===== src/rtl/file1_pkg.sv =====
// -----------------------------------------------------------------------------
// file1_pkg
// Shared types and helpers for the file1 bit-lane arithmetic cell.
//
// Contents:
//   op_e      - operation select encoding used on the 2-bit op port
//   full_add  - single-bit full adder returning {carry, sum}
// -----------------------------------------------------------------------------
package file1_pkg;

    // Operation encoding carried on the op port.
    typedef enum logic [1:0] {
        OP_FADD  = 2'b00,  // per-lane full add
        OP_FSUB  = 2'b01,  // per-lane full subtract (a - b - c)
        OP_RADD  = 2'b10,  // WIDTH-bit ripple add, carry-in from c[0]
        OP_LOGIC = 2'b11   // per-lane AND / OR of the three inputs
    } op_e;

    // Number of operation codes; handy for stimulus generation and checks.
    localparam int OP_COUNT = 4;

    // Single-bit full adder. Result is packed as {carry, sum} so callers can
    // slice [1] for the carry and [0] for the sum.
    function automatic logic [1:0] full_add(
        input logic i_a,
        input logic i_b,
        input logic i_c
    );
        logic w_sum;
        logic w_carry;
        w_sum   = i_a ^ i_b ^ i_c;
        w_carry = (i_a & i_b) | (i_a & i_c) | (i_b & i_c);
        return {w_carry, w_sum};
    endfunction

endpackage


===== src/rtl/file1_lane.sv =====
// -----------------------------------------------------------------------------
// file1_lane
// One purely combinational bit lane of the file1 cell. Implements the
// lane-local operations: full add, full subtract and three-input logic.
// The ripple add needs carries between lanes, so it is built in file1_core;
// for that code this lane falls back to the full-add result, which is also
// exactly what a one-lane ripple add produces.
//
// Ports:
//   i_op  [1:0]  operation select (op_e encoding)
//   i_a          operand A bit
//   i_b          operand B bit
//   i_c          operand C bit (carry / borrow in)
//   o_d          result bit
//   o_e          carry / borrow / OR bit
// -----------------------------------------------------------------------------
module file1_lane
    import file1_pkg::*;
(
    input  logic [1:0] i_op,
    input  logic       i_a,
    input  logic       i_b,
    input  logic       i_c,
    output logic       o_d,
    output logic       o_e
);

    logic [1:0] w_fadd;
    logic [1:0] w_fsub;

    assign w_fadd = full_add(i_a, i_b, i_c);

    // The borrow of a - b - c is the majority of (~a, b, c), so the same
    // full adder with A inverted yields it in the carry position.
    assign w_fsub = full_add(~i_a, i_b, i_c);

    always_comb begin
        o_d = w_fadd[0];
        o_e = w_fadd[1];
        case (op_e'(i_op))
            OP_FSUB: begin
                o_d = w_fadd[0];        // difference bit equals the sum bit
                o_e = w_fsub[1];
            end
            OP_LOGIC: begin
                o_d = i_a & i_b & i_c;
                o_e = i_a | i_b | i_c;
            end
            default: begin
                o_d = w_fadd[0];
                o_e = w_fadd[1];
            end
        endcase
    end

endmodule


===== src/rtl/file1_core.sv =====
// -----------------------------------------------------------------------------
// file1_core
// Registered three-input bitwise arithmetic cell with a one-cycle pipeline
// and a valid qualifier. With the default WIDTH=1 it is a classic full adder
// (d = sum, e = carry).
//
// Parameters:
//   WIDTH        number of independent bit lanes (1..64)
//
// Ports:
//   clk          rising-edge clock
//   rst_n        synchronous active-low reset
//   in_valid     a/b/c/op are sampled this cycle
//   op  [1:0]    operation select (op_e encoding)
//   a   [W-1:0]  operand A lanes
//   b   [W-1:0]  operand B lanes
//   c   [W-1:0]  operand C lanes (carry / borrow in per lane)
//   out_valid    d/e hold a fresh result
//   d   [W-1:0]  result bits
//   e   [W-1:0]  carry / borrow bits
//   carry_cnt [31:0]  (only with FILE1_CORE_STATS_EN) saturating count of
//                sampled transactions whose result e is nonzero
//
// Build option:
//   FILE1_CORE_STATS_EN  adds the carry_cnt output and its counter.
// -----------------------------------------------------------------------------
module file1_core
    import file1_pkg::*;
#(
    parameter int WIDTH = 1
) (
    input  logic             clk,
    input  logic             rst_n,
    input  logic             in_valid,
    input  logic [1:0]       op,
    input  logic [WIDTH-1:0] a,
    input  logic [WIDTH-1:0] b,
    input  logic [WIDTH-1:0] c,
    output logic             out_valid,
    output logic [WIDTH-1:0] d,
    output logic [WIDTH-1:0] e
`ifdef FILE1_CORE_STATS_EN
    ,
    output logic [31:0]      carry_cnt
`endif
);

    // -------------------------------------------------------------------------
    // Lane-local operations (add, subtract, logic)
    // -------------------------------------------------------------------------
    logic [WIDTH-1:0] w_lane_d;
    logic [WIDTH-1:0] w_lane_e;

    // -------------------------------------------------------------------------
    // Ripple adder: w_rc[i] is the carry into bit i, w_rc[WIDTH] the carry out
    // of the MSB. Only c[0] enters the chain; upper c bits are ignored here.
    // -------------------------------------------------------------------------
    logic [WIDTH:0]   w_rc;
    logic [WIDTH-1:0] w_rsum;

    assign w_rc[0] = c[0];

    generate
        for (genvar gi = 0; gi < WIDTH; gi++) begin : g_lane
            logic [1:0] w_fa;

            file1_lane u_lane (
                .i_op (op),
                .i_a  (a[gi]),
                .i_b  (b[gi]),
                .i_c  (c[gi]),
                .o_d  (w_lane_d[gi]),
                .o_e  (w_lane_e[gi])
            );

            assign w_fa         = full_add(a[gi], b[gi], w_rc[gi]);
            assign w_rsum[gi]   = w_fa[0];
            assign w_rc[gi + 1] = w_fa[1];
        end
    endgenerate

    // -------------------------------------------------------------------------
    // Result select. Every op code maps to a defined value, so an unused
    // path can never leak X into the registers.
    // -------------------------------------------------------------------------
    logic [WIDTH-1:0] w_d_next;
    logic [WIDTH-1:0] w_e_next;

    always_comb begin
        w_d_next = w_lane_d;
        w_e_next = w_lane_e;
        if (op_e'(op) == OP_RADD) begin
            w_d_next    = w_rsum;
            w_e_next    = '0;
            w_e_next[0] = w_rc[WIDTH];
        end
    end

    // -------------------------------------------------------------------------
    // Output registers. d/e load only on a valid sample, so they hold their
    // last value while idle; out_valid simply follows in_valid by one cycle.
    // -------------------------------------------------------------------------
    logic             r_valid;
    logic [WIDTH-1:0] r_d;
    logic [WIDTH-1:0] r_e;

    always_ff @(posedge clk) begin
        if (!rst_n) begin
            r_valid <= 1'b0;
            r_d     <= '0;
            r_e     <= '0;
        end else begin
            r_valid <= in_valid;
            if (in_valid) begin
                r_d <= w_d_next;
                r_e <= w_e_next;
            end
        end
    end

    assign out_valid = r_valid;
    assign d         = r_d;
    assign e         = r_e;

`ifdef FILE1_CORE_STATS_EN
    // -------------------------------------------------------------------------
    // Carry statistics. The count advances on the same edge that registers
    // the nonzero e, so carry_cnt and e stay aligned. Stops at all-ones.
    // -------------------------------------------------------------------------
    logic [31:0] r_carry_cnt;

    always_ff @(posedge clk) begin
        if (!rst_n) begin
            r_carry_cnt <= '0;
        end else if (in_valid && (|w_e_next) && (r_carry_cnt != 32'hFFFF_FFFF)) begin
            r_carry_cnt <= r_carry_cnt + 32'd1;
        end
    end

    assign carry_cnt = r_carry_cnt;
`endif

endmodule


===== config.mk =====
export PLATFORM = sky130hd
export DESIGN_NAME = file1_core
export DESIGN_NICKNAME = d
export VERILOG_FILES = /design/src/rtl/file1_pkg.sv /design/src/rtl/file1_lane.sv /design/src/rtl/file1_core.sv
export SDC_FILE = /design/constraint.sdc
export NUM_CORES = 1
export LEC_CHECK = 0
export ABC_CLOCK_PERIOD_IN_PS = 1600
export CAP_MARGIN = 20
export CELL_PAD_IN_SITES_DETAIL_PLACEMENT = 1
export CELL_PAD_IN_SITES_GLOBAL_PLACEMENT = 1
export CORE_AREA = 2 2 39 41
export DETAILED_ROUTE_END_ITERATION = 12
export DIE_AREA = 0 0 41 43
export PLACE_DENSITY = 0.52
export REMOVE_ABC_BUFFERS = 1
export SYNTH_ARGS = -nofsm -noshare
export SYNTH_HDL_FRONTEND = slang
export SYNTH_SLANG_ARGS = --single-unit
export TNS_END_PERCENT = 20

===== constraint.sdc =====
create_clock -name clk -period 1.6 [get_ports clk]
set_input_delay 0.24 -clock clk [delete_from_list [all_inputs] [get_ports clk]]
set_output_delay 0.24 -clock clk [all_outputs]
set_load 0.1 [all_outputs]

==> impl_metrics.ini <==
[placement]
gp_congestion = 0.5552
io_buffers = 10
dp_hpwl_um = 542.8
dp.cells = 50

[worst_setup_path]
start_kind = primary input
worst-setup-path-type = in2reg
crit_path_cell_trace = clkdlybuf4s50_1 -> fa_1 -> nor2b_1 -> a31oi_1 -> a21oi_1
endpoint_kind = flop
cp_max_fo = 3
critPathSlowestCell = clkdlybuf4s50_1
rrSetupSlack_ps = 900
arrival_ps = 1620
crit_required_ps = 1710
max_stage_delay_ps = 500

[cts]
clk_latency_ps = 230
clkSinkCount = 3
cts_tree = done
clock-root-buffer = clkbuf_4
clock_path_buffers = 2
cts.hold.buffers_added = 0
post_cts_resized = 0
path_clk_slew_ps = 40
cts_buffers = 3
htreeDepth = 1
cts_setup_buffers = 0

[cells_and_area]
seqCellArea_um2 = 60.06
multi_input_area_um2 = 132.6
drive_above_1_share = 0.2105
syn2layout_area_growth_pct = 93.86
antennaDiodeCount = 0
layout.cells.non_filler = 54
n_fill_cell = 160
finalNetCount = 51

[sta]
setup_viol = 0
max_freq_ghz = 0.6639
skew_ps = 0
slew_viol_final = 0
rsz0062_at_grt = no
period_share = 0.9414
worstMarginPinSlew_ps = 205.8
hold_violations = 0
fin_crit_ps = 1506
maxSlewHeadroom = 0.8622

[routing]
dr.pass1.iters = 4
wl_met1_um = 183
viasPerCell = 3.833
via_count = 207
top_layer = met3
wl_um = 656
drc = 0
ant_nets = 0
met3_length_um = 73
route.met2.wl_um = 399
drt_iter0_drc = 3
routedWlPerCell_um = 12.15

[global_route]
grt_pass1_wl_um = 1041
grt_overflow = 0
antenna_found_initial = 0
grt_max_degree = 6
grt_pass1_vias = 272
gr-usage-all-layers = 0.09648

[yosys]
synthCells = 22
synth-seq-area-share = 0.2945
yosysTopAreaCell = dfxtp_1
ys_seq_elements = 3
async_flop_share = 0
syn-cell-area_um2 = 203.9
synth_top_area_frac = 0.2945
synthTopCellsByCount = dfxtp_1, inv_1
synth_edf_count = 0
yosys-top-cells-area = dfxtp_1, fa_1, ha_1, a31oi_1, inv_1
synthDistinctLibCells = 13
synth_area_per_cell_um2 = 9.270
ys_warn_count = 0
synthFlopType = dfxtp_1

[floorplanning]
die_w_um = 41
fp.dieH_um = 43
core_um2 = 1384
num_rows = 14
initial_utilization = 0.1474
die_area_um2 = 1763
ioPinCount = 11

[power]
power_w = 0.0003326
peakVddDrop_uv = 171.0
leakagePower_nw = 0.1699
power_density_nw_per_um2 = 841.3

[job]
drv_cap = 0

[status]
status = finished clean

[hold_path]
hold_class = reg2reg
## critical path, delay by kind of cell
family | cells | cell delay, ps
AO/OA/AOI/OAI | 2 | 300
adder cells (fa/ha/maj) | 1 | 450
buffers and inverters | 1 | 500
AND/OR/NAND/NOR | 1 | 140
## final cells by class
class,count,share of cell area
Tap cell,16,0.05063
Inverter,3,0.02848
Multi-Input combinational cell,16,0.3354
Sequential cell,3,0.1519
Timing Repair Buffer,12,0.3671
Clock buffer,4,0.06646
## layer usage
metal,up-vias,track usage
met5,-,0
met4,0,0.08000
met3,0,0.02094
met2,11,0.1969
met1,92,0.05484
li1,104,-
## registers in the layout, indices dropped and copies added, names as in the netlist
| register | cells |
|---|---|
| out_valid | 1 |
| d | 1 |
| e | 1 |
## cells in the final DEF, fill, tap and decap left out, drive strengths merged
master | synthesis | layout
ha | 2 | 2
a31oi | 2 | 2
clkdlybuf4s50 | 0 | 7
a21oi | 1 | 1
buf | 0 | 5
nor2b | 1 | 1
nand3b | 1 | 1
fa | 2 | 2
dfxtp | 3 | 3
inv | 3 | 3
and2 | 1 | 1
nand4 | 1 | 1
o21ai | 2 | 2
clkbuf | 0 | 4
nand2b | 1 | 1
nand2 | 2 | 2
## metrics by stage
step | setup slack, ps | util | setup TNS, ps | hold slack, ps | area [um2]
finish | 93.73 | 0.2857 | 0 | 599.0 | 395.4
global route | 45.91 | 0.2857 | 0 | 637.2 | 395.4
CTS | 61.23 | 0.2857 | 0 | 595.3 | 395.4
global placement | -99.59 | 0.2667 | -144.2 | 573.0 | 369.1
floorplan | 284.4 | - | 0 | 329.4 | 203.9
detailed placement | -176.0 | 0.2667 | -264.2 | 572.2 | 369.1
## worst paths after layout
check | from | end | depth (start not counted)
max reg2reg | d | d | 2
min | e | e | 2
min reg2reg | e | e | 2
max | a | e | 5
## where the power goes
part | leakage, nW | switching, W | total [W] | internal, W
registers | 0.0250 | 0.00000574 | 0.0000866 | 0.0000808
logic | 0.130 | 0.0000641 | 0.000113 | 0.0000488
clock network | 0.0150 | 0.0000397 | 0.000133 | 0.0000935
## kinds of logic (layout without fill, tap and decap cells)
| family | Yosys count | in the layout | share of synthesized area |
|---|---|---|---|
| adder cells (fa/ha/maj) | 4 | 4 | 0.3190 |
| flip-flops | 3 | 3 | 0.2945 |
| buffers and inverters | 3 | 19 | 0.05521 |
| AND/OR/NAND/NOR | 7 | 7 | 0.1964 |
| AO/OA/AOI/OAI | 5 | 5 | 0.1349 |
Power figures use the tool's default switching activity.
